===== src/rtl/mux_n_1_pipe.sv =====
// N-input registered select mux with valid/ready on both sides and a one-entry skid buffer.
// Optional out-of-range select checking is enabled by defining MUX_N_1_PIPE_SEL_CHECK_EN.
module mux_n_1_pipe #(
    parameter int WIDTH  = 32,
    parameter int NUM_IN = 4,
    localparam int SEL_W = $clog2(NUM_IN)
) (
    input  logic                    clk,
    input  logic                    reset,
    input  logic                    in_valid,
    output logic                    in_ready,
    input  logic [SEL_W-1:0]        sel,
    input  logic [NUM_IN*WIDTH-1:0] data_in,
    output logic                    out_valid,
    input  logic                    out_ready,
    output logic [WIDTH-1:0]        m_out,
    output logic [SEL_W-1:0]        out_sel,
    output logic                    sel_err
);

    localparam logic [SEL_W-1:0] LAST_SEL = SEL_W'(NUM_IN - 1);

    typedef enum logic [1:0] {
        EMPTY = 2'd0,
        ONE   = 2'd1,
        TWO   = 2'd2
    } state_t;

    state_t             state_reg;
    logic               in_ready_reg;
    logic               out_valid_reg;
    logic [WIDTH-1:0]   or_data_reg;
    logic [SEL_W-1:0]   or_sel_reg;
    logic               or_err_reg;
    logic [WIDTH-1:0]   sk_data_reg;
    logic [SEL_W-1:0]   sk_sel_reg;
    logic               sk_err_reg;

    logic [WIDTH-1:0]   chan [NUM_IN];
    logic               sel_oob;
    logic [SEL_W-1:0]   sel_eff;
    logic [WIDTH-1:0]   cap_data;
    logic [SEL_W-1:0]   cap_sel;
    logic               cap_err;
    logic               accept;
    logic               deliver;

    for (genvar gi = 0; gi < NUM_IN; gi++) begin : g_chan
        assign chan[gi] = data_in[gi*WIDTH +: WIDTH];
    end

    // A power-of-two channel count cannot produce an out-of-range index.
    if ((1 << SEL_W) == NUM_IN) begin : g_sel_full
        assign sel_oob = 1'b0;
    end else begin : g_sel_partial
        assign sel_oob = ({1'b0, sel} >= (SEL_W+1)'(NUM_IN));
    end

    assign sel_eff = sel_oob ? LAST_SEL : sel;

    always_comb begin
        cap_data = chan[sel_eff];
`ifdef MUX_N_1_PIPE_SEL_CHECK_EN
        if (sel_oob) begin
            cap_data = '0;
        end
        cap_sel = sel;
        cap_err = sel_oob;
`else
        cap_sel = sel_eff;
        cap_err = 1'b0;
`endif
    end

    assign accept  = in_valid && in_ready_reg;
    assign deliver = out_valid_reg && out_ready;

    // in_ready/out_valid are registered alongside the state so neither depends on out_ready.
    always_ff @(posedge clk) begin
        if (reset) begin
            state_reg     <= EMPTY;
            in_ready_reg  <= 1'b0;
            out_valid_reg <= 1'b0;
            or_data_reg   <= '0;
            or_sel_reg    <= '0;
            or_err_reg    <= 1'b0;
            sk_data_reg   <= '0;
            sk_sel_reg    <= '0;
            sk_err_reg    <= 1'b0;
        end else begin
            in_ready_reg <= (state_reg != TWO);
            case (state_reg)
                EMPTY: begin
                    if (accept) begin
                        or_data_reg   <= cap_data;
                        or_sel_reg    <= cap_sel;
                        or_err_reg    <= cap_err;
                        out_valid_reg <= 1'b1;
                        state_reg     <= ONE;
                    end
                end
                ONE: begin
                    if (accept && deliver) begin
                        or_data_reg <= cap_data;
                        or_sel_reg  <= cap_sel;
                        or_err_reg  <= cap_err;
                    end else if (accept) begin
                        sk_data_reg  <= cap_data;
                        sk_sel_reg   <= cap_sel;
                        sk_err_reg   <= cap_err;
                        in_ready_reg <= 1'b0;
                        state_reg    <= TWO;
                    end else if (deliver) begin
                        out_valid_reg <= 1'b0;
                        state_reg     <= EMPTY;
                    end
                end
                TWO: begin
                    if (deliver) begin
                        or_data_reg  <= sk_data_reg;
                        or_sel_reg   <= sk_sel_reg;
                        or_err_reg   <= sk_err_reg;
                        in_ready_reg <= 1'b1;
                        state_reg    <= ONE;
                    end else begin
                        in_ready_reg <= 1'b0;
                    end
                end
                default: begin
                    in_ready_reg  <= 1'b1;
                    out_valid_reg <= 1'b0;
                    state_reg     <= EMPTY;
                end
            endcase
        end
    end

    assign in_ready  = in_ready_reg;
    assign out_valid = out_valid_reg;
    assign m_out     = or_data_reg;
    assign out_sel   = or_sel_reg;
    assign sel_err   = or_err_reg;

endmodule


===== config.mk =====
export PLATFORM = sky130hd
export DESIGN_NAME = mux_n_1_pipe
export DESIGN_NICKNAME = d
export VERILOG_FILES = /design/src/rtl/mux_n_1_pipe.sv
export SDC_FILE = /design/constraint.sdc
export NUM_CORES = 1
export LEC_CHECK = 0
export ABC_AREA = 1
export BUFFER_PORTS_ARGS = -buffer_cell sky130_fd_sc_hd__buf_4
export CAP_MARGIN = 20
export CORE_ASPECT_RATIO = 1.25
export CORE_MARGIN = 1
export CORE_UTILIZATION = 30
export CTS_CLUSTER_SIZE = 40
export DETAILED_ROUTE_END_ITERATION = 8
export PLACE_DENSITY_LB_ADDON = 0.08
export REMOVE_ABC_BUFFERS = 1
export SYNTH_ARGS = -nofsm -noshare
export SYNTH_HDL_FRONTEND = slang
export SYNTH_SLANG_ARGS = --single-unit

===== constraint.sdc =====
create_clock -name clk -period 3.5 [get_ports clk]
set_clock_uncertainty 0.2 [all_clocks]
set_input_delay 0.525 -clock clk [delete_from_list [all_inputs] [get_ports clk]]
set_output_delay 0.525 -clock clk [all_outputs]
set_load 0.01 [all_outputs]

# == After elaboration in Yosys (flattened, before gate mapping) ==
# Index checks and enable logic that the tools add are counted.
# op_classes
mux,29
magnitude_cmp,1
n_bitwise,3
eq_ne,10
reduce_logical,9
# op_table
op,count
$mux 32,5
$pmux 32 s3,1
$bmux 32 s2,1
$mux 2,8
$ne 2x2->1 const B,7
$pmux 2 s3,2
$mux 1,9
$pmux 1 s3,3
$reduce_and 4->1,2
$reduce_and 5->1,1
$ge 3x3->1 const B,1
$logic_and 1x1->1,3
$ne 3x3->1 const B,1
$not 2->3,1
$reduce_and 3->1,1
$reduce_bool 3->1,1
$eq 2x1->1 const B,1
$eq 2x2->1 const B,1
$logic_not 2->1,1
$not 1->1,2
# word_totals
input_bits,134
output_inout_bits,37
elab_cells,60
regBits,73

# == Logic depth before layout (Yosys ltp) ==
# depth
ltp_word,6
mapped_depth,9
mapped_depth_nobuf,8

# == Worst setup path before layout ==
# Ideal clock, no wire load.
# synth_path
path_kind,input to register
from,in sel[1]
to,"reg or_data_reg[1], in the netlist m_out[1]"
cell_stages,7
required_ns,3.188
setup_slack_ns,1.851
t_arrival_ns,1.337
setup_ns,0.112
path_cell_list,clkbuf_1 buf_1 nand3_1 nand2_1 nor2_1 nor2_1 nor2_1
# synth_between
elab_chain_cells,6
elab_cells_between_ends,7
classes_between,mux: 6; bitwise: 1
# synth_rtl
element,line_no,source
"start, declared",12,"input logic [SEL_W-1:0] sel,"
$not 2->3 (not written as such) *,62,cap_data = chan[sel_eff];
$bmux 32 s2 *,62,
$mux 32 (not written as such) * (2 in series),62,
$mux 32 (on tied branches),"103, 94",
$pmux 32 s3 *,92,case (state_reg)
"end signal, assigned",95,or_data_reg <= cap_data;
"end signal, assigned",104,or_data_reg <= cap_data;
"end signal, assigned",120,or_data_reg <= sk_data_reg;
"end, declared",32,logic [WIDTH-1:0] or_data_reg;
# Every way passes the cells marked *; elsewhere a longest branch is shown, timed or not. The select of a mux whose other input is x is not followed.
# A chain may end at the register's enable or synchronous reset.

# == Final worst setup path ==
# layout_path
from,reg state_reg[0]
to,"reg or_data_reg[11], in the netlist m_out[11]"
# layout_between
elab_chain_cells,3
elab_cells_between_ends,9
classes_between,eq/ne: 5; mux: 1; reduce/logical: 3
# layout_rtl
element,line_no,source
"start, declared",29,state_t state_reg;
"start signal, assigned",81,state_reg <= EMPTY;
"start signal, assigned",99,state_reg <= ONE;
"start signal, assigned",112,state_reg <= TWO;
"$eq 2x1->1, or another cell as far along",92,
$ne 2x2->1 (no source line) / $reduce_bool 3->1 (equally long branches),--,
$reduce_and 4->1 (no source line),--,
# Parallel ways exist; a longest one is shown, timed or not.

==> out/summary.log <==
[setup_path] cell-by-cell trace of the critical path o21ai_4 > nand2_4 > nand2_1 > nand2_1 > nor2_1
[die] die height 137 um
[die] horizontal die dimension 110 um
[cells_and_area] Layout Utilization 42.5%
[setup_path] worst-path cell with the longest stage delay sky130_fd_sc_hd__o21ai_4
[timing] achievable clock frequency 0.426 GHz
[yosys] number of different library cells in the post-synthesis netlist 23
[cells_and_area] number of nets in the final layout 1051
[timing] number of hold violations in the final report 0
[die] Starting Density 31.1%
[yosys] synthesized area divided by synthesized cell count 5.58 um^2
[cells_and_area] number of standard cells in the layout, taps in and fillers out 1094
[place] quantity of I/O buffers inserted on ports 169
[clock_network] clock transition at the registers of the reported paths 60 ps
[routing] number of DRC markers after the initial detailed-route iteration 172
[yosys] Mapped Cells 779
[setup_path] r2r startpoint state_reg[0]$_SDFFE_PP0P_
[outcome] status finished clean
[clock_network] number of buffers inserted by post-CTS setup repair 0
[clock_network] latest clock arrival within the worst-skew pair 330 ps
[setup_path] largest delay contributor family on the critical path compound AO/OA/AOI/OAI gates
[yosys] number of flip-flops and latches in the synthesized netlist 72
[die] io pins 171
[clock_network] CTS H-tree lvls 3
[global_route] largest net degree at the start of global routing 69
[routing] antenna-violating nets left 0
[timing] pin slew with the least headroom to its limit 1040 ps
[pwr] total leakage power 3.15 nW
[setup_path] crit path max fanout 37
[routing] Wirelength per Cell 12.0 um
[cells_and_area] top library cells by usage in the layout, fill and taps aside 329 x sky130_fd_sc_hd__nand2_1, 178 x sky130_fd_sc_hd__buf_4, 108 x sky130_fd_sc_hd__nor2_1
[cells_and_area] proportion of layout cells with a drive suffix above 1 21.9%
[yosys] portion of synthesized cell area occupied by the leading cell type 33.2%
[global_route] first-pass GRT wire length 21700 um
[timing] final critical path time including I/O delays and setup 2350 ps
[routing] DRC violation count after routing 0
[cells_and_area] area taken by multi-input logic gates 0.00240 mm^2
[pwr] sum of internal, switching and leakage power 0.00231 W
[timing] final critical-path share of the clock period 67.1%
[run] Maximum Capacitance Violations 0
[setup_path] data arrival time of the worst path 2410 ps
[cells_and_area] filler cell count 1575
[routing] detailed-route vias per instance 4.43
[setup_path] cell repeated most along the worst path sky130_fd_sc_hd__nand2_1
[clock_network] CTS tree done
[routing] met3 wire len 523 um
[setup_path] type of the worst setup path register to register
[clock_network] number of gates given a new drive strength after cts 0
[yosys] count of yosys warnings during synthesis 0
[routing] drt total wl 13100 um
[place] post-detailed-placement half-perimeter wirelength 8770 um
[cells_and_area] antenna diode count 0
[timing] final-report max-slew violation count 0
[clock_network] CTS sink cnt 72
[setup_path] biggest cell delay along the critical path 860 ps
[die] core region area 0.0140 mm^2
[clock_network] number of buffers added to fix hold violations after cts 0
[pwr] Pwr Density 388 mW/mm^2
[min_path] class of the tightest hold or removal check input pin to register
[routing] via count 4851
[global_route] leftover overflow at the end of global routing 0
[routing] count of TritonRoute iterations in the first routing pass 6
[routing] highest layer used for signal routing met4
[setup_path] Critical path origin state_reg[0]$_SDFFE_PP0P_
[timing] worst hold-check slack 209 ps
[timing] RSZ-0062 raised after global routing false
[cells_and_area] flip-flop and latch area 0.00144 mm^2
[die] FP Rows 48
[setup_path] kind of start point of the critical path register
[yosys] Post-Synthesis Cell Area 0.00435 mm^2
[clock_network] root cell of the clock tree sky130_fd_sc_hd__clkbuf_16
[place] Final Wtd Congestion 0.753
[setup_path] data required time at the worst endpoint 3560 ps
[timing] count of final setup violators 0
[global_route] gr usage total 18.5%
[die] DIE AREA 0.0150 mm^2
[yosys] post-synthesis sequential area ratio 33.2%
[cells_and_area] synthesis-to-finish area growth 36.9%
[yosys] Area contributors post-synth sky130_fd_sc_hd__dfxtp_1 33%, sky130_fd_sc_hd__nand2_1 28%, sky130_fd_sc_hd__nand3_1 11%, sky130_fd_sc_hd__nor2_1 9.3%, sky130_fd_sc_hd__inv_1 6.0%
[pwr] peak ir drop on the vdd network 198 uV
[routing] Detail Route met2 WL 6730 um
[place] placed cells 1081
[setup_path] crit path buf inv count 0
[setup_path] Worst setup EP type register
[min_path] beginning of the worst hold path reset
[clock_network] clock buffer count from CTS 9
[yosys] dominant cell type by area after synthesis sky130_fd_sc_hd__dfxtp_1
[clock_network] number of buffers between clock root and the deepest sink 2
[timing] Relative slew margins 30.4%
[timing] Setup Total Neg Slack 0 ps
[global_route] initial antenna violation count 0
[global_route] vias in the first global route 4600
[routing] DRT met1 WL 5740 um
[cells_and_area] most common cell after layout, fill and taps aside sky130_fd_sc_hd__nand2_1
-- worst paths after layout --
kind | endpoint | slack [ps] | cells after the start
setup / recovery | m_out[11]$_SDFFE_PP0P_ | 1150 | 5
hold / removal | out_valid$_SDFFE_PP0P_ | 210 | 2
setup reg to reg | m_out[11]$_SDFFE_PP0P_ | 1150 | 5
hold reg to reg | sk_sel_reg[1]$_SDFFE_PP0P_ | 280 | 2
-- where the power goes --
part           internal [W]  total [W]  leakage [nW]  switching [W]
registers          0.000879   0.000912         0.588      0.0000327
logic              0.000263   0.000567          2.43       0.000304
clock network      0.000505   0.000829         0.130       0.000323
-- cell type report --
cell class	instances	area share [%]
repair buffers	179	22.8
clock buffers	12	4.31
inverters	73	4.60
multi-input cells	582	40.3
well taps	175	3.68
flip-flops and latches	72	24.2
clock inverters	1	0.0841
-- layer usage --
layer,vias up,global-route usage [%]
met5,-,0
met4,0,6.00
met3,9,2.52
met2,103,32.9
met1,2101,22.6
li1,2638,-
-- synth_stat cells --
cell type,instances
sky130_fd_sc_hd__nand2_1,329
sky130_fd_sc_hd__buf_4,1
sky130_fd_sc_hd__a21oi_1,34
sky130_fd_sc_hd__nand2_4,1
sky130_fd_sc_hd__nand3_2,1
sky130_fd_sc_hd__nor3_1,1
sky130_fd_sc_hd__clkbuf_1,16
sky130_fd_sc_hd__inv_1,69
sky130_fd_sc_hd__or2_2,1
sky130_fd_sc_hd__nand3_1,97
sky130_fd_sc_hd__o21ai_2,1
sky130_fd_sc_hd__clkinv_1,1
sky130_fd_sc_hd__buf_2,33
sky130_fd_sc_hd__nor2_1,108
sky130_fd_sc_hd__inv_2,3
sky130_fd_sc_hd__o211ai_1,1
sky130_fd_sc_hd__nor2_4,1
sky130_fd_sc_hd__nand4_1,1
sky130_fd_sc_hd__conb_1,1
sky130_fd_sc_hd__nand2_2,1
sky130_fd_sc_hd__dfxtp_1,72
sky130_fd_sc_hd__o21ai_0,4
sky130_fd_sc_hd__buf_1,2
-- kinds of logic after synthesis --
| logic type | synth area share [%] |
|---|---|
| AND/OR/NAND/NOR | 50.2 |
| other | 0.0862 |
| flip-flops | 33.2 |
| AO/OA/AOI/OAI | 4.75 |
| buffers and inverters | 11.8 |
-- worst register-to-register path, delay by kind of cell (launching register included) --
| kind | cells | cell delay (ps) |
|---|---|---|
| AOI/OAI and AO/OA | 1 | 860 |
| and+or+nand+nor | 4 | 830 |
| DFF | 1 | 400 |
-- stage by stage --
step,setup WS (ps),instance area (um^2)
2_1_floorplan,1060,4110
3_3_place_gp,1010,5690
6_report,1150,5950
4_1_cts,1110,5950
5_1_grt,893,5950
3_5_place_dp,1010,5690
Note: power is estimated with default switching activity, not from simulation.
